File: src/rtl/accel_frame_assembler.sv
// accel_frame_assembler: packs an MPU-6050 burst-read byte stream into seven signed 16-bit words
module accel_frame_assembler #(
    parameter int FRAME_BYTES = 14,
    parameter int TIMEOUT_CYC = 4000
) (
    input  logic        clk_in,
    input  logic        reset,
    input  logic        frame_start,
    input  logic        byte_valid,
    input  logic [7:0]  byte_data,
    input  logic        byte_last,
    output logic        sample_valid,
    input  logic        sample_ready,
    output logic [15:0] accel_x,
    output logic [15:0] accel_y,
    output logic [15:0] accel_z,
    output logic [15:0] temp_raw,
    output logic [15:0] gyro_x,
    output logic [15:0] gyro_y,
    output logic [15:0] gyro_z,
    output logic        frame_err,
    output logic [1:0]  frame_err_code,
    output logic [7:0]  overrun_cnt,
    output logic        busy
);
    localparam int CW = $clog2(TIMEOUT_CYC + 1);

    typedef enum logic [1:0] {IDLE, COLLECT, DRAIN} state_t;

    state_t        state, state_nx;
    logic [3:0]    byte_idx, byte_idx_nx, cur_idx;
    logic [CW-1:0] idle_cnt, idle_cnt_nx;
    logic [7:0]    staging [14];
    logic [7:0]    frame   [14];
    logic          take, done, err;
    logic [1:0]    err_code;

    assign busy = (state != IDLE);

    // next state, byte position, inter-byte timer and frame outcome for this cycle
    always_comb begin
        state_nx    = state;
        byte_idx_nx = byte_idx;
        idle_cnt_nx = idle_cnt;
        cur_idx     = frame_start ? 4'd0 : byte_idx;
        take        = byte_valid && (frame_start || state == COLLECT);
        done        = 1'b0;
        err         = 1'b0;
        err_code    = 2'd0;
        if (frame_start) begin
            state_nx    = COLLECT;
            byte_idx_nx = 4'd0;
            idle_cnt_nx = '0;
            if (state == COLLECT) begin
                err      = 1'b1;
                err_code = 2'd1;
            end
        end else if (state == COLLECT && !byte_valid) begin
            if (idle_cnt == CW'(TIMEOUT_CYC - 1)) begin
                err      = 1'b1;
                err_code = 2'd3;
                state_nx = IDLE;
            end else begin
                idle_cnt_nx = idle_cnt + CW'(1);
            end
        end else if (state == DRAIN && byte_valid && byte_last) begin
            state_nx = IDLE;
        end
        if (take) begin
            idle_cnt_nx = '0;
            byte_idx_nx = cur_idx + 4'd1;
            if (cur_idx == 4'(FRAME_BYTES - 1)) begin
                if (byte_last) begin
                    done     = 1'b1;
                    state_nx = IDLE;
                end else begin
                    err      = 1'b1;
                    err_code = 2'd2;
                    state_nx = DRAIN;
                end
            end else if (byte_last) begin
                err      = 1'b1;
                err_code = 2'd1;
                state_nx = IDLE;
            end
        end
    end

    // staged bytes with the byte arriving this cycle merged in, so completion loads without delay
    always_comb begin
        for (int i = 0; i < 14; i++) begin
            frame[i] = (i >= FRAME_BYTES) ? 8'h00 :
                       (take && cur_idx == 4'(i)) ? byte_data : staging[i];
        end
    end

    // FSM state, byte index, timeout counter and staging buffer
    always_ff @(posedge clk_in) begin
        if (reset) begin
            state    <= IDLE;
            byte_idx <= 4'd0;
            idle_cnt <= '0;
            for (int i = 0; i < 14; i++) staging[i] <= 8'h00;
        end else begin
            state    <= state_nx;
            byte_idx <= byte_idx_nx;
            idle_cnt <= idle_cnt_nx;
            if (take) staging[cur_idx] <= byte_data;
        end
    end

    // output sample register, valid/ready handshake, overrun counter and error reporting
    always_ff @(posedge clk_in) begin
        if (reset) begin
            sample_valid   <= 1'b0;
            accel_x        <= 16'h0;
            accel_y        <= 16'h0;
            accel_z        <= 16'h0;
            temp_raw       <= 16'h0;
            gyro_x         <= 16'h0;
            gyro_y         <= 16'h0;
            gyro_z         <= 16'h0;
            frame_err      <= 1'b0;
            frame_err_code <= 2'd0;
            overrun_cnt    <= 8'h0;
        end else begin
            frame_err <= err;
            if (err) frame_err_code <= err_code;
            if (done && (!sample_valid || sample_ready)) begin
                sample_valid <= 1'b1;
                accel_x      <= {frame[0],  frame[1]};
                accel_y      <= {frame[2],  frame[3]};
                accel_z      <= {frame[4],  frame[5]};
                temp_raw     <= {frame[6],  frame[7]};
                gyro_x       <= {frame[8],  frame[9]};
                gyro_y       <= {frame[10], frame[11]};
                gyro_z       <= {frame[12], frame[13]};
            end else if (done) begin
                if (overrun_cnt != 8'hFF) overrun_cnt <= overrun_cnt + 8'd1;
            end else if (sample_ready) begin
                sample_valid <= 1'b0;
            end
        end
    end
endmodule

File: config.mk
export PLATFORM = sky130hd
export DESIGN_NAME = accel_frame_assembler
export DESIGN_NICKNAME = d
export VERILOG_FILES = /design/src/rtl/accel_frame_assembler.sv
export SDC_FILE = /design/constraint.sdc
export NUM_CORES = 1
export LEC_CHECK = 0
export ABC_AREA = 1
export BUFFER_PORTS_ARGS = -buffer_cell sky130_fd_sc_hd__buf_2
export CAP_MARGIN = 20
export CORE_MARGIN = 4
export CORE_UTILIZATION = 30
export CTS_CLUSTER_DIAMETER = 40
export DETAILED_ROUTE_END_ITERATION = 6
export GPL_TIMING_DRIVEN = 0
export SYNTH_ARGS = -nofsm -noshare
export SYNTH_HDL_FRONTEND = slang
export SYNTH_SLANG_ARGS = --single-unit
File: constraint.sdc
create_clock -name clk_in -period 5.44 [get_ports clk_in]
set_clock_uncertainty 0.1 [all_clocks]
set_input_delay 1.088 -clock clk_in [delete_from_list [all_inputs] [get_ports clk_in]]
set_output_delay 1.088 -clock clk_in [all_outputs]
set_load 0.05 [all_outputs]
### Word level (Yosys, flattened, before mapping)

Memories as Yosys holds them, arrays and structs flattened. A register that Yosys moved wholly into a read port is not among the register bits.
Cells that the tools add are included.

| cells by class | value |
|---|---|
| equality and inequality tests | 6 |
| bitwise operators | 2 |
| reduce and logical (&&, ||, !) cells | 16 |
| multiplexer cells | 40 |
| add/subtract/negate cells | 3 |

Operators by type and width:

| kind | count |
|---|---|
| $mux 2 | 15 |
| $mux 1 | 21 |
| $add 12x1->12 const B | 1 |
| $eq 12x12->1 const B | 1 |
| $mux 4 | 3 |
| $add 8x1->8 const B | 1 |
| $mux 8 | 1 |
| $ne 8x8->1 const B | 1 |
| $reduce_or 8->1 | 1 |
| $logic_and 1x1->1 | 5 |
| $add 4x1->4 const B | 1 |
| $eq 4x4->1 const B | 1 |
| $reduce_and 2->1 | 2 |
| $reduce_bool 2->1 | 2 |
| $reduce_and 3->1 | 1 |
| $reduce_or 3->1 | 1 |
| $eq 2x1->1 const B | 1 |
| $eq 2x2->1 const B | 1 |
| $logic_not 1->1 | 2 |
| $logic_or 1x1->1 | 2 |
| $ne 2x1->1 const B | 1 |
| $not 1->1 | 2 |

| word-level totals | value |
|---|---|
| bits in writable memories | 112 |
| bits in registers | 30 |
| memories | 1 |
| word-level logic and storage cells | 75 |
| bits of input ports | 14 |
| output and inout port bits | 125 |

Memories:

| name | depth | bits a word | rd ports | clocked after memory_dff | wr ports | line | RTL |
|---|---|---|---|---|---|---|---|
| staging | 14 | 8 | 14 | 14 | 14 | 33 | `logic [7:0] staging [14];` |

### Longest topological paths before layout

| depth | value |
|---|---|
| word-level depth | 9 |
| mapped depth | 15 |
| mapped depth without buffers | 12 |

### Worst setup path before layout

OpenSTA, ideal clock, no wires.

| timing path | value |
|---|---|
| kind | in2reg |
| start point | input port frame_start |
| end point | register accel_y[7], read port of staging |
| slack | 2.668 ns |
| stages on the path | 12 |
| library setup time | 0.116 ns |
| arrival time | 2.556 ns |
| path buffers | 3 |
| required time | 5.224 ns |
| path through | inv_2 > nand2_1 > inv_1 > ha_1 > clkbuf_1 > nand3_2 > nor2_4 > nand2_2 > buf_2 > buf_2 > o21ai_0 > nor2_1 |

| on the way | value |
|---|---|
| word-level cells in the longest chain between the ends | 5 |
| elaborated cells between the ends (all ways) | 7 |
| those cells by class | eq/ne: 1; mux: 3; reduce/logical: 3 |

Ends and longest elaborated chain:

| item | line | RTL |
|---|---|---|
| start: declaration | 8 | `input logic frame_start,` |
| $mux 4 | - |  |
| $eq 4x4->1 | - |  |
| $mux 1 | 72 | `if (cur_idx == 4'(FRAME_BYTES - 1)) begin` |
| $mux 1 (*) | 69 | `if (take) begin` |
| $logic_and 1x1->1 (*) | 129 | `if (done && (!sample_valid \|\| sample_ready)) begin` |
| end: declaration | 15 | `output logic [15:0] accel_y,` |

Mark *: on every way between the ends. The rest lies on a longest branch, timed or not.
A chain may end at the register's enable or synchronous reset.

### Final worst setup path

Ends and elaborated chain as after synthesis.

==> out/metrics.cfg <==
[sta]
slew_headroom_pct=45.6
finalCritPeriodShare_pct=59.0
slew_violations=0
period_minus_slack_ns=3.21
fmax_ghz=0.311
finalHoldViolations=0
setup_viol=0
setup_tns_ns=0
tightest_slew_ns=0.816
rsz0062_at_grt=no

[power]
power.switching_uw=993
p_leak_uw=0.00551
p_sw_share_pct=21.7
clockPowerShare_pct=52.9
seq_power_share_pct=44.4
power.density_nw_per_um2=369
pwr-share-comb_pct=2.7
peakVddDrop_mv=0.311
p_int_uw=3590

[die]
io_pins=139
start_util_pct=30.4
die-area_um2=35900
die_height_um=189
coreArea_um2=32500
die_w_um=189
rows=66

[route]
drc=0
via_per_inst=4.40
vias=7648
dr.pass1.iters=5
antenna_left=0
routedWlPerCell_um=14.7
drt_wl_total_mm=25.5
drtIter0Drc=538

[clock_tree]
postCtsHoldBufs=0
cts_buffer_depth=3
cts-root-buf=clkbuf_16
insertion_delay_ns=0.50
clock_sinks=254
cts_buffers=38
path_clk_slew_ns=0.06
post_cts_buffers=0
htree_levels=2
tritoncts=yes
cts_resized=0

[yosys]
synth-seq-cells=254
yosys.area.top_type_share_pct=34.1
yosysWarningCount=0
synthesis.instances=1090
syn_nets=1110
ys_seq_area_share_pct=62.9
yosysUniqueCellTypes=28
synth_area_leader_cell=edfxtp_1
postSynthAreaPerCell_um2=9.05
syn-cell-area_um2=9870
netlist_top_cells_area=edfxtp_1 (34%), dfxtp_1 (29%), nor2_1 (12%)

[worst_setup_path]
worstSetupEndpointType=register
critPathLaunchType=primary input
worstPathArrival_ns=3.51
path_max_fanout=10
worst-setup-path-type=primary input to register
critPathRequiredTime_ns=5.74

[finish]
register_area_um2=6210
multi_input_area_um2=3060
drive_above_1_share_pct=18.9
fin_nets=1287
final_cell_mix=nor2_1 (326), buf_2 (146), dfxtp_1 (142)
mostFrequentLayoutCell=nor2_1
num-fill-cells=3328
finish.instance_area_um2=12400
syn2layout_area_growth_pct=25.6

[placement]
gp_congestion=0.805
placement.io_buffers=137
dpl-instance-area_um2=11100
dp_hpwl_mm=18.4

[grt]
grt_pass1_wl_mm=40.2
antenna_found_initial=0
grt_pass1_vias=7478
grt_max_degree=14
grt-ovfl-total=0
grt.total_usage_pct=13.9

[outcome]
status=finished clean

[flow_run]
cap_violations=0

[min_path]
hold_path_class=register to register

==> metal layers <==
| layer | global-route usage [%] | share of wire, % | vias to the layer above | routed length (µm) |
|---|---|---|---|---|
| met2 | 22.5 | 46 | 223 | 11700 |
| met1 | 19.1 | 45 | 3509 | 11600 |
| met4 | 3.62 | 1.7 | 0 | 437 |
| met3 | 3.26 | 6.8 | 39 | 1750 |
| met5 | 0 | 0 | - | 0 |
| li1 | - | - | 3877 | - |
==> registers in the layout, summed over array words and instances (netlist names) <==
register        cells
accel_x            16
accel_y            16
accel_z            16
byte_idx            4
frame_err           1
frame_err_code      2
gyro_x             16
gyro_y             16
gyro_z             16
idle_cnt           12
overrun_cnt         8
sample_valid        1
staging           112
state               2
temp_raw           16
==> stage by stage <==
stage	setup slack, ns	std cells	total power [µW]	hold WS, ns	util [%]
floorplan	2.67	1090	2140	0.344	-
global placement	1.82	1669	2200	0.354	34.2
detailed placement	1.76	1669	2200	0.362	34.2
finish	2.23	1739	4580	0.366	38.2
global route	2.08	1738	4740	0.404	38.2
CTS	2.29	1738	4630	0.368	38.2
==> synthesized netlist by cell type, drive strengths merged <==
master	instances
dfxtp	142
buf	27
edfxtp	112
nand3	51
xnor2	1
nand4	3
nor3	4
a21oi	46
inv	83
o21ai	107
xor2	8
nor2	329
nand2	138
or2	1
nand3b	2
and3	1
clkbuf	29
ha	6
==> final cells by class <==
class,count,share of cell area (%)
diodes,1,0.0202
repair buffers,137,5.53
clock inverters,20,1.53
plain buffers,56,2.36
clock buffers,49,8.86
multi-input cells,697,24.7
inverters,83,2.51
well taps,442,4.46
flip-flops and latches,254,50.1
==> worst paths after layout <==
path | slack [ns] | cells after the start | end | from
setup / recovery | 2.23 | 13 | accel_y[7] | frame_start
hold / removal | 0.37 | 2 | idle_cnt[10] | idle_cnt[10]
setup reg to reg | 2.84 | 11 | accel_y[7] | byte_idx[0]
hold reg to reg | 0.37 | 2 | idle_cnt[10] | idle_cnt[10]
==> logic make-up after synthesis <==
| family | after synthesis | synth area share (%) |
|---|---|---|
| AO/OA/AOI/OAI | 153 | 7.76 |
| XOR/XNOR | 9 | 0.799 |
| adder cells (fa/ha/maj) | 6 | 0.761 |
| buffers and inverters | 139 | 6.12 |
| flip-flops | 254 | 62.9 |
| AND/OR/NAND/NOR | 529 | 21.7 |
==> critical path, cell delays in order <==
cell	delay, ns
buf_2	0.15
inv_2	0.15
nand2_1	0.13
inv_1	0.14
ha_1	0.15
clkbuf_1	0.27
nand3_2	0.17
nor2_4	0.16
nand2_2	0.21
buf_2	0.28
buf_2	0.20
o21ai_0	0.32
nor2_1	0.07
==> power by group through the flow <==
stage / Combinational (µW) / Sequential, µW / Clock (µW)
2_1_floorplan: 72.5 / 2070 / 0
3_3_place_gp: 123 / 2070 / 0
3_5_place_dp: 124 / 2070 / 0
4_1_cts: 124 / 2030 / 2480
5_1_grt: 138 / 2040 / 2570
6_report: 123 / 2030 / 2420
(Power assumes the default switching activity.)
